<file path="src/rtl/dma_mc.sv">
// dma_mc: multi-channel disk-to-memory DMA engine.
// NCH channel register sets share one slave register port; pending channels
// are granted round-robin onto a single disk read port and a single memory
// write master. Each finished channel raises a maskable interrupt status bit.
//
// Handshakes: the slave port acks every access exactly one cycle after s_cyc
// is sampled high (read data valid in that ack cycle). On the disk side a
// word moves when d_init and d_ready are both high at a clock edge; on the
// memory side a word moves when m_cyc and m_ack are both high at a clock edge.
// d_init and m_cyc are held stable, with stable address/data, until accepted.
module dma_mc #(
  parameter int NCH = 2,
  parameter int DAW = 10,
  parameter int SZW = 16
) (
  input  logic           clk,
  input  logic           rst_n,
  input  logic           s_cyc,
  input  logic           s_we,
  input  logic [3:0]     s_strb,
  input  logic [31:0]    s_addr,
  input  logic [31:0]    s_data_i,
  output logic           s_ack,
  output logic [31:0]    s_data_o,
  output logic           m_cyc,
  output logic           m_we,
  output logic [3:0]     m_strb,
  output logic [31:0]    m_addr,
  output logic [31:0]    m_data_o,
  input  logic           m_ack,
  input  logic [31:0]    m_data_i,
  output logic           d_init,
  output logic [DAW-1:0] d_addr,
  input  logic           d_ready,
  input  logic [31:0]    d_data_in,
  output logic           d_done,
  input  logic           int_clear,
  output logic           interrupt,
  output logic [2:0]     dbg_state
);

  localparam logic [2:0] S_IDLE = 3'd0;
  localparam logic [2:0] S_ARB  = 3'd1;
  localparam logic [2:0] S_DREQ = 3'd2;
  localparam logic [2:0] S_MWR  = 3'd3;
  localparam logic [2:0] S_NEXT = 3'd4;
  localparam logic [2:0] S_FIN  = 3'd5;
  localparam logic [2:0] SEL_GLOBAL = 3'd7;

  logic [2:0]     state;
  logic [DAW-1:0] disk_addr [NCH];
  logic [29:0]    mem_addr  [NCH];   // word address; byte bits [1:0] are always 0
  logic [SZW-1:0] size      [NCH];
  logic [NCH-1:0] pending, active, done, int_status, int_enable;
  logic [1:0]     rr_ptr, cur;
  logic [DAW-1:0] wk_disk;
  logic [29:0]    wk_mem;
  logic [SZW-1:0] wk_cnt;
  logic [31:0]    wk_data;

  logic           acc, wr_en;
  logic [2:0]     sel;
  logic [1:0]     reg_sel;
  logic           grant_found;
  logic [1:0]     grant_idx;
  logic [DAW-1:0] grant_disk;
  logic [29:0]    grant_mem;
  logic [SZW-1:0] grant_size;
  logic [NCH-1:0] fin_set, status_clr;
  logic [31:0]    rd_data;
  logic           unused_inputs;

  assign acc     = s_cyc & ~s_ack;
  assign wr_en   = acc & s_we;
  assign sel     = s_addr[6:4];
  assign reg_sel = s_addr[3:2];
  assign unused_inputs = ^{s_strb, m_data_i, s_addr[31:7], s_addr[1:0], s_data_i};

  // Round-robin pick: first pending channel after the last granted one.
  // Scanning offsets from far to near lets the nearest candidate win.
  always_comb begin
    grant_found = 1'b0;
    grant_idx   = 2'd0;
    for (int i = NCH; i >= 1; i--) begin
      for (int j = 0; j < NCH; j++) begin
        if (pending[j] && (j == (int'(rr_ptr) + i) % NCH)) begin
          grant_found = 1'b1;
          grant_idx   = 2'(j);
        end
      end
    end
  end

  // Register set of the granted channel, loaded into the working copies in ARB.
  always_comb begin
    grant_disk = '0;
    grant_mem  = '0;
    grant_size = '0;
    for (int j = 0; j < NCH; j++) begin
      if (grant_idx == 2'(j)) begin
        grant_disk = disk_addr[j];
        grant_mem  = mem_addr[j];
        grant_size = size[j];
      end
    end
  end

  // Interrupt status set/clear terms; FIN set wins over W1C and int_clear.
  always_comb begin
    fin_set = '0;
    for (int j = 0; j < NCH; j++) begin
      fin_set[j] = (state == S_FIN) && (cur == 2'(j));
    end
    status_clr = {NCH{int_clear}};
    if (wr_en && sel == SEL_GLOBAL && reg_sel == 2'd0) begin
      status_clr = status_clr | s_data_i[NCH-1:0];
    end
  end

  // Read mux; unmapped channel selects read as zero.
  always_comb begin
    rd_data = '0;
    for (int c = 0; c < NCH; c++) begin
      if (sel == 3'(c)) begin
        case (reg_sel)
          2'd0: rd_data = 32'(disk_addr[c]);
          2'd1: rd_data = {mem_addr[c], 2'b00};
          2'd2: rd_data = 32'(size[c]);
          2'd3: rd_data = {30'd0, done[c], pending[c] | active[c]};
        endcase
      end
    end
    if (sel == SEL_GLOBAL) begin
      if (reg_sel == 2'd0) rd_data = 32'(int_status);
      if (reg_sel == 2'd1) rd_data = 32'(int_enable);
    end
  end

  // Slave port: single-cycle ack with registered read data.
  always_ff @(posedge clk) begin
    if (!rst_n) begin
      s_ack    <= 1'b0;
      s_data_o <= '0;
    end else begin
      s_ack    <= acc;
      s_data_o <= (acc && !s_we) ? rd_data : '0;
    end
  end

  // Channel register sets: CPU writes (blocked while busy), grant and write-back.
  always_ff @(posedge clk) begin
    if (!rst_n) begin
      for (int c = 0; c < NCH; c++) begin
        disk_addr[c] <= '0;
        mem_addr[c]  <= '0;
        size[c]      <= '0;
      end
      pending <= '0;
      active  <= '0;
      done    <= '0;
    end else begin
      for (int c = 0; c < NCH; c++) begin
        if (wr_en && sel == 3'(c) && !(pending[c] || active[c])) begin
          case (reg_sel)
            2'd0: disk_addr[c] <= s_data_i[DAW-1:0];
            2'd1: mem_addr[c]  <= s_data_i[31:2];
            2'd2: size[c]      <= s_data_i[SZW-1:0];
            2'd3: if (s_data_i[0]) begin
                    pending[c] <= 1'b1;
                    done[c]    <= 1'b0;
                  end
          endcase
        end
        if (state == S_ARB && grant_found && grant_idx == 2'(c)) begin
          pending[c] <= 1'b0;
          active[c]  <= 1'b1;
        end
        if (state == S_FIN && cur == 2'(c)) begin
          active[c]    <= 1'b0;
          done[c]      <= 1'b1;
          disk_addr[c] <= wk_disk;
          mem_addr[c]  <= wk_mem;
        end
      end
    end
  end

  // Global interrupt registers.
  always_ff @(posedge clk) begin
    if (!rst_n) begin
      int_status <= '0;
      int_enable <= '0;
    end else begin
      int_status <= (int_status & ~status_clr) | fin_set;
      if (wr_en && sel == SEL_GLOBAL && reg_sel == 2'd1) begin
        int_enable <= s_data_i[NCH-1:0];
      end
    end
  end

  // Transfer engine: one granted channel runs to completion, word by word.
  always_ff @(posedge clk) begin
    if (!rst_n) begin
      state   <= S_IDLE;
      rr_ptr  <= 2'd0;
      cur     <= 2'd0;
      wk_disk <= '0;
      wk_mem  <= '0;
      wk_cnt  <= '0;
      wk_data <= '0;
      d_done  <= 1'b0;
    end else begin
      d_done <= 1'b0;
      case (state)
        S_IDLE: if (|pending) state <= S_ARB;
        S_ARB: begin
          if (grant_found) begin
            cur     <= grant_idx;
            rr_ptr  <= grant_idx;
            wk_disk <= grant_disk;
            wk_mem  <= grant_mem;
            wk_cnt  <= grant_size;
            state   <= (grant_size == '0) ? S_FIN : S_DREQ;
          end else begin
            state <= S_IDLE;
          end
        end
        S_DREQ: if (d_ready) begin
          wk_data <= d_data_in;
          state   <= S_MWR;
        end
        S_MWR: if (m_ack) state <= S_NEXT;
        S_NEXT: begin
          wk_disk <= wk_disk + DAW'(1);
          wk_mem  <= wk_mem + 30'd1;
          wk_cnt  <= wk_cnt - SZW'(1);
          state   <= (wk_cnt == SZW'(1)) ? S_FIN : S_DREQ;
        end
        S_FIN: begin
          d_done <= 1'b1;
          state  <= S_IDLE;
        end
        default: state <= S_IDLE;
      endcase
    end
  end

  assign d_init    = (state == S_DREQ);
  assign d_addr    = wk_disk;
  assign m_cyc     = (state == S_MWR);
  assign m_we      = m_cyc;
  assign m_strb    = m_cyc ? 4'hF : 4'h0;
  assign m_addr    = {wk_mem, 2'b00};
  assign m_data_o  = wk_data;
  assign interrupt = |(int_status & int_enable);
  assign dbg_state = state;

endmodule

</file>
<file path="config.mk">
export PLATFORM = sky130hd
export DESIGN_NAME = dma_mc
export DESIGN_NICKNAME = d
export VERILOG_FILES = /design/src/rtl/dma_mc.sv
export SDC_FILE = /design/constraint.sdc
export NUM_CORES = 1
export LEC_CHECK = 0
export BUFFER_PORTS_ARGS = -buffer_cell sky130_fd_sc_hd__buf_2
export CELL_PAD_IN_SITES_DETAIL_PLACEMENT = 1
export CELL_PAD_IN_SITES_GLOBAL_PLACEMENT = 1
export CORE_UTILIZATION = 30
export DETAILED_ROUTE_END_ITERATION = 8
export PLACE_DENSITY_LB_ADDON = 0.1
export SYNTH_ARGS = -nofsm -noshare
export SYNTH_HDL_FRONTEND = slang
export SYNTH_SLANG_ARGS = --single-unit
export TNS_END_PERCENT = 5
</file>
<file path="constraint.sdc">
create_clock -name clk -period 12.3 [get_ports clk]
set_input_delay 2.46 -clock clk [delete_from_list [all_inputs] [get_ports clk]]
set_output_delay 2.46 -clock clk [all_outputs]
set_load 0.01 [all_outputs]
</file>
After elaboration in Yosys (flattened, before gate mapping)
Memories as Yosys holds them, arrays and structs flattened. Index checks and enable logic that the tools add are counted.

$add $sub $neg: 5. Multipliers: 0. Div/mod/pow operators: 0. Magnitude comparators: 0. Equality and inequality tests: 19. Shifts and indexed selects: 0. Muxes and demuxes: 80. Bitwise gates (word level): 23. Reduce and logical (&&, ||, !) cells: 52.

Operator list (count): $pmux 32 s4 (2); $mux 30 (7); $mux 32 (5); $mux 16 (5); $mux 10 (7); $logic_not 32->1 (2); $pmux 30 s2 (1); $mux 1 (40); $pmux 16 s2 (1); $add 30x1->30 const B (1); $pmux 10 s2 (1); $mux 3 (6); $logic_and 1x1->1 (17); $eq 16x1->1 const B (1); $logic_not 16->1 (1); $sub 16x1->16 const B (1); $pmux 3 s5 (1); $reduce_and 3->1 (5); $reduce_bool 2->1 (7); $or 1x1->1 (12); $reduce_or 2->1 (6); $add 10x1->10 const B (1); $eq 3x3->1 const B (3); $reduce_and 2->1 (4); other kinds (20) (42).

Register bits: 137. Latch bits: 0. Memory bits (writable): 112. Bits in read-only memories: 0. Bits of input ports: 139. Output and inout port bits: 119. Word-level logic and storage cells: 199. Memories: 3.

Memories: mem_addr (words 2, bits a word 30, rd ports 2, clocked after Yosys merged registers in 0, write ports 2, line 52) `logic [29:0] mem_addr [NCH];`; size (words 2, bits a word 16, rd ports 2, clocked after Yosys merged registers in 0, write ports 2, line 53) `logic [SZW-1:0] size [NCH];`; disk_addr (words 2, bits a word 10, rd ports 2, clocked after Yosys merged registers in 0, write ports 2, line 51) `logic [DAW-1:0] disk_addr [NCH];`.

Depth between registers and ports, before layout
Word-level depth: 14. Mapped depth: 8. Mapped depth without buffers: 6.

Worst setup path before layout
No wires, ideal clock.

Path type: input to register. Start: input port s_addr[6]. End: memory mem_addr[1][0] (enable). Library setup time: 459 ps. Data arrival time: 5290 ps. Required time: 11841 ps. Setup slack: 6551 ps. Cell stages on the path: 4. Path buffers: 1. Path through: buf_2 -> nor3b_4 -> nand3_1 -> o21ai_0.

RTL lines: start: declaration (line 21) `input logic [31:0] s_addr,`; end: declaration (line 52).

==> impl_metrics.ini <==
[run_status]
outcome = complete, no violations

[floorplanning]
coreArea_sq_mm = 0.03991
num_rows = 73
initial_core_util = 0.3049
fp.dieH_um = 203.4
die_area_sq_mm = 0.04138
io_pins = 258
die_w_um = 203.4

[critical_path]
worstPathRequired_ps = 12580
cp.buffers_inverters = 2
slowest_stage = o21ai_0
critical_path.top_delay_family = simple AND/OR/NAND/NOR gates
critPathArrivalTime_ps = 5280
regToRegStartpoint = pending[0]
r2r_cells = 5
cp-start-kind = input pin
worstSetupPathType = in2reg
cp_max_fo = 18
reg2reg_to = dbg_state[1]
r2r_slack_ps = 9460
cp_num_cells = 5
critical_path.max_stage_delay_ps = 980
crit_path_end_kind = flop
path_cells = buf_2 > nor3_4 > nand3_1 > o21ai_0 > buf_4

[synthesis]
synth_cell_types = 75
synth-compound-area-share = 0.2068
synth_seq_cells = 248
synth_top_area_cell = edfxtp_1
synth.cell_area_sq_mm = 0.01217
synth.top_cell.area_share = 0.2763
netlist_instances = 1340
synth_edf_count = 112
synthSimpleGateAreaFrac = 0.2162
synthAdderAreaFrac = 0.004112
async_flop_share = 0
syn_area_per_cell_sq_um = 9.083
synth_top_family_by_area = simple AND/OR/NAND/NOR gates
yosysSeqAreaShare = 0.5000
yosys_warnings = 0
synth_area_leaders = edfxtp_1 28%, dfxtp_1 22%, nand2_1 9.2%
synth.mux.area_fraction = 0.03084
synth_xor_area_frac = 0.0007196
ys.flop_type = dfxtp_1

[placed_design]
postPlaceCellArea_sq_mm = 0.01358
place.gp.congestion = 0.8014
dp_hpwl_um = 30960
port_buffers = 192
dp.cells = 1972

[routing]
firstDrtPassIters = 4
wirelength_um = 46220
ant_nets = 0
viasPerCell = 5.391
first_iter_violations = 544
wl_per_cell_um = 22.77
num_vias = 10943
drc = 0

[final_layout]
instances_no_fill = 2030
area_growth_pct = 18.94
fin_area_sq_mm = 0.01448
final_nets = 1623
drive_gt1_frac = 0.1915

[timing]
tightestPinTransition_ps = 1264
relSlewSlack = 0.1567
setup_viol = 0
final.min_clock_period_ps = 5001
setup_tns_ps = 0
holdWs_ps = 458.5
clock_skew_ps = 20.45
finalHoldViolCount = 0
rsz0062_at_grt = false
drv_slew = 0
min_period_over_period = 0.4066
fmax_mhz = 200.0

[cts]
root_buffer = clkbuf_16
numCtsBuffers = 31
cts_hold_buffers = 0
clockBufferDepth = 3
cts_resized = 0
htreeDepth = 1
clock_latency_ps = 580
cts_tree = built
cts_sinks = 248
cts_setup_buffers = 0
clkTransAtPathRegs_ps = 60

[power]
comb_power_share = 0.046
switching_share = 0.2358
leakagePower_uw = 0.005678
powerDensity_mw_per_mm2 = 124.6
irDropWorstVdd_v = 0.0001084
power_switching_uw = 425.2
p_seq_frac = 0.490
p_int_uw = 1378
power_uw = 1803
p_clk_frac = 0.464

[global_routing]
grt_pass1_vias = 11175
overflow = 0
grt_pass1_wl_um = 70550
grt_start_max_net_pins = 80
antenna_found_initial = 2
grt_usage = 0.2237

[hold_path]
hold_depth = 2
worstHoldEndpoint = done[1]
hp-class = reg2reg
min_from = done[1]

[run]
maxCapViolCount = 0
-- cells by family (layout without fill, tap and decap cells) --
logic type | count (synthesis) | in the layout
AND/OR/NAND/NOR | 552 | 552
AO/OA/AOI/OAI | 379 | 379
buffers and inverters | 118 | 281
adder cells (fa/ha/maj) | 4 | 4
other | 1 | 3
XOR/XNOR | 1 | 1
multiplexers | 37 | 37
flip-flops | 248 | 248
-- stage by stage --
stage | util | worst slack (ps)
global route | 0.3626 | 7125
detailed placement | 0.3401 | 6657
floorplan | - | 6551
CTS | 0.3626 | 7231
global placement | 0.3401 | 6694
finish | 0.3627 | 7299
-- synth_stat cells (9+ instances only) --
cell type	instances
buf_2	19
dfxtp_1	136
nor4_1	18
edfxtp_1	112
inv_1	9
o22ai_1	9
o21ai_0	66
a22oi_1	33
a21oi_1	101
nor3_1	13
and3_1	18
a311oi_1	9
a31oi_1	11
nand3_1	37
a21boi_0	43
nor2b_1	10
nand2_1	297
nand4_1	21
and2_1	22
nor2_1	69
mux2i_1	33
a22o_1	29
clkbuf_1	74
o31a_1	11
o21a_1	16
-- worst register-to-register path, stage by stage, from the launching register on --
cell and delay [ps]:
dfxtp_1 510, a21bo_2 660, buf_4 540, mux2i_1 610
o22ai_1 150, o2111a_1 270
-- power groups by stage --
stage                     combinational [uW]  sequential [uW]  clock, uW
after floorplan                         41.9              898          0
after global placement                  81.9              900          0
after detailed placement                82.9              900          0
after CTS                               83.2              883        861
after global routing                    89.9              884        893
final                                   82.8              883        837
-- per-layer routing --
| metal | up-vias | GRT usage | routed length [um] |
|---|---|---|---|
| met1 | 5420 | 0.3130 | 21670 |
| met5 | - | 0 | 10 |
| met4 | 2 | 0.07062 | 1251 |
| li1 | 5144 | - | - |
| met3 | 64 | 0.05050 | 3121 |
| met2 | 313 | 0.3400 | 20170 |
-- how the worst max path moves through the flow --
stage               startpoint              end  slack, ps
floorplan            s_addr[6]   mem_addr[1][0]       6550
global placement     s_addr[4]  disk_addr[0][1]       6690
detailed placement   s_addr[6]  disk_addr[0][1]       6660
CTS                  s_addr[6]  disk_addr[0][3]       7230
global route         s_addr[4]  disk_addr[0][3]       7120
finish               s_addr[6]  disk_addr[0][3]       7300
-- area by class of cell --
cell class / count / area [sq um]
Sequential cell: 248 / 6086
Tap cell: 525 / 656.9
Timing Repair Buffer: 215 / 1136
Antenna cell: 1 / 2.502
Multi-Input combinational cell: 975 / 5664
Inverter: 9 / 33.78
Clock buffer: 52 / 874.6
Fill cell: 4635 / 25440
Clock inverter: 5 / 22.52
-- layout by cell type (no fill, tap or decap), types with 33 or more instances in the layout --
cell type,synthesis,final
dfxtp_1,136,136
nand3_1,37,37
mux2i_1,33,33
nand2_1,297,296
buf_2,19,191
o21ai_0,66,62
a21oi_1,101,101
nor2_1,69,67
edfxtp_1,112,112
a21boi_0,43,42
a22oi_1,33,33
-- flip-flops by register name (all words and copies together) (netlist names) --
name / cells
wk_mem: 30
disk_addr: 20
size: 32
s_ack: 1
wk_cnt: 16
d_done: 1
dbg_state: 3
pending: 2
int_status: 2
cur: 1
mem_addr: 60
done: 2
active: 2
s_data_o: 32
d_addr: 10
int_enable: 2
m_data_o: 32
Note: power is estimated with default switching activity, not from simulation.
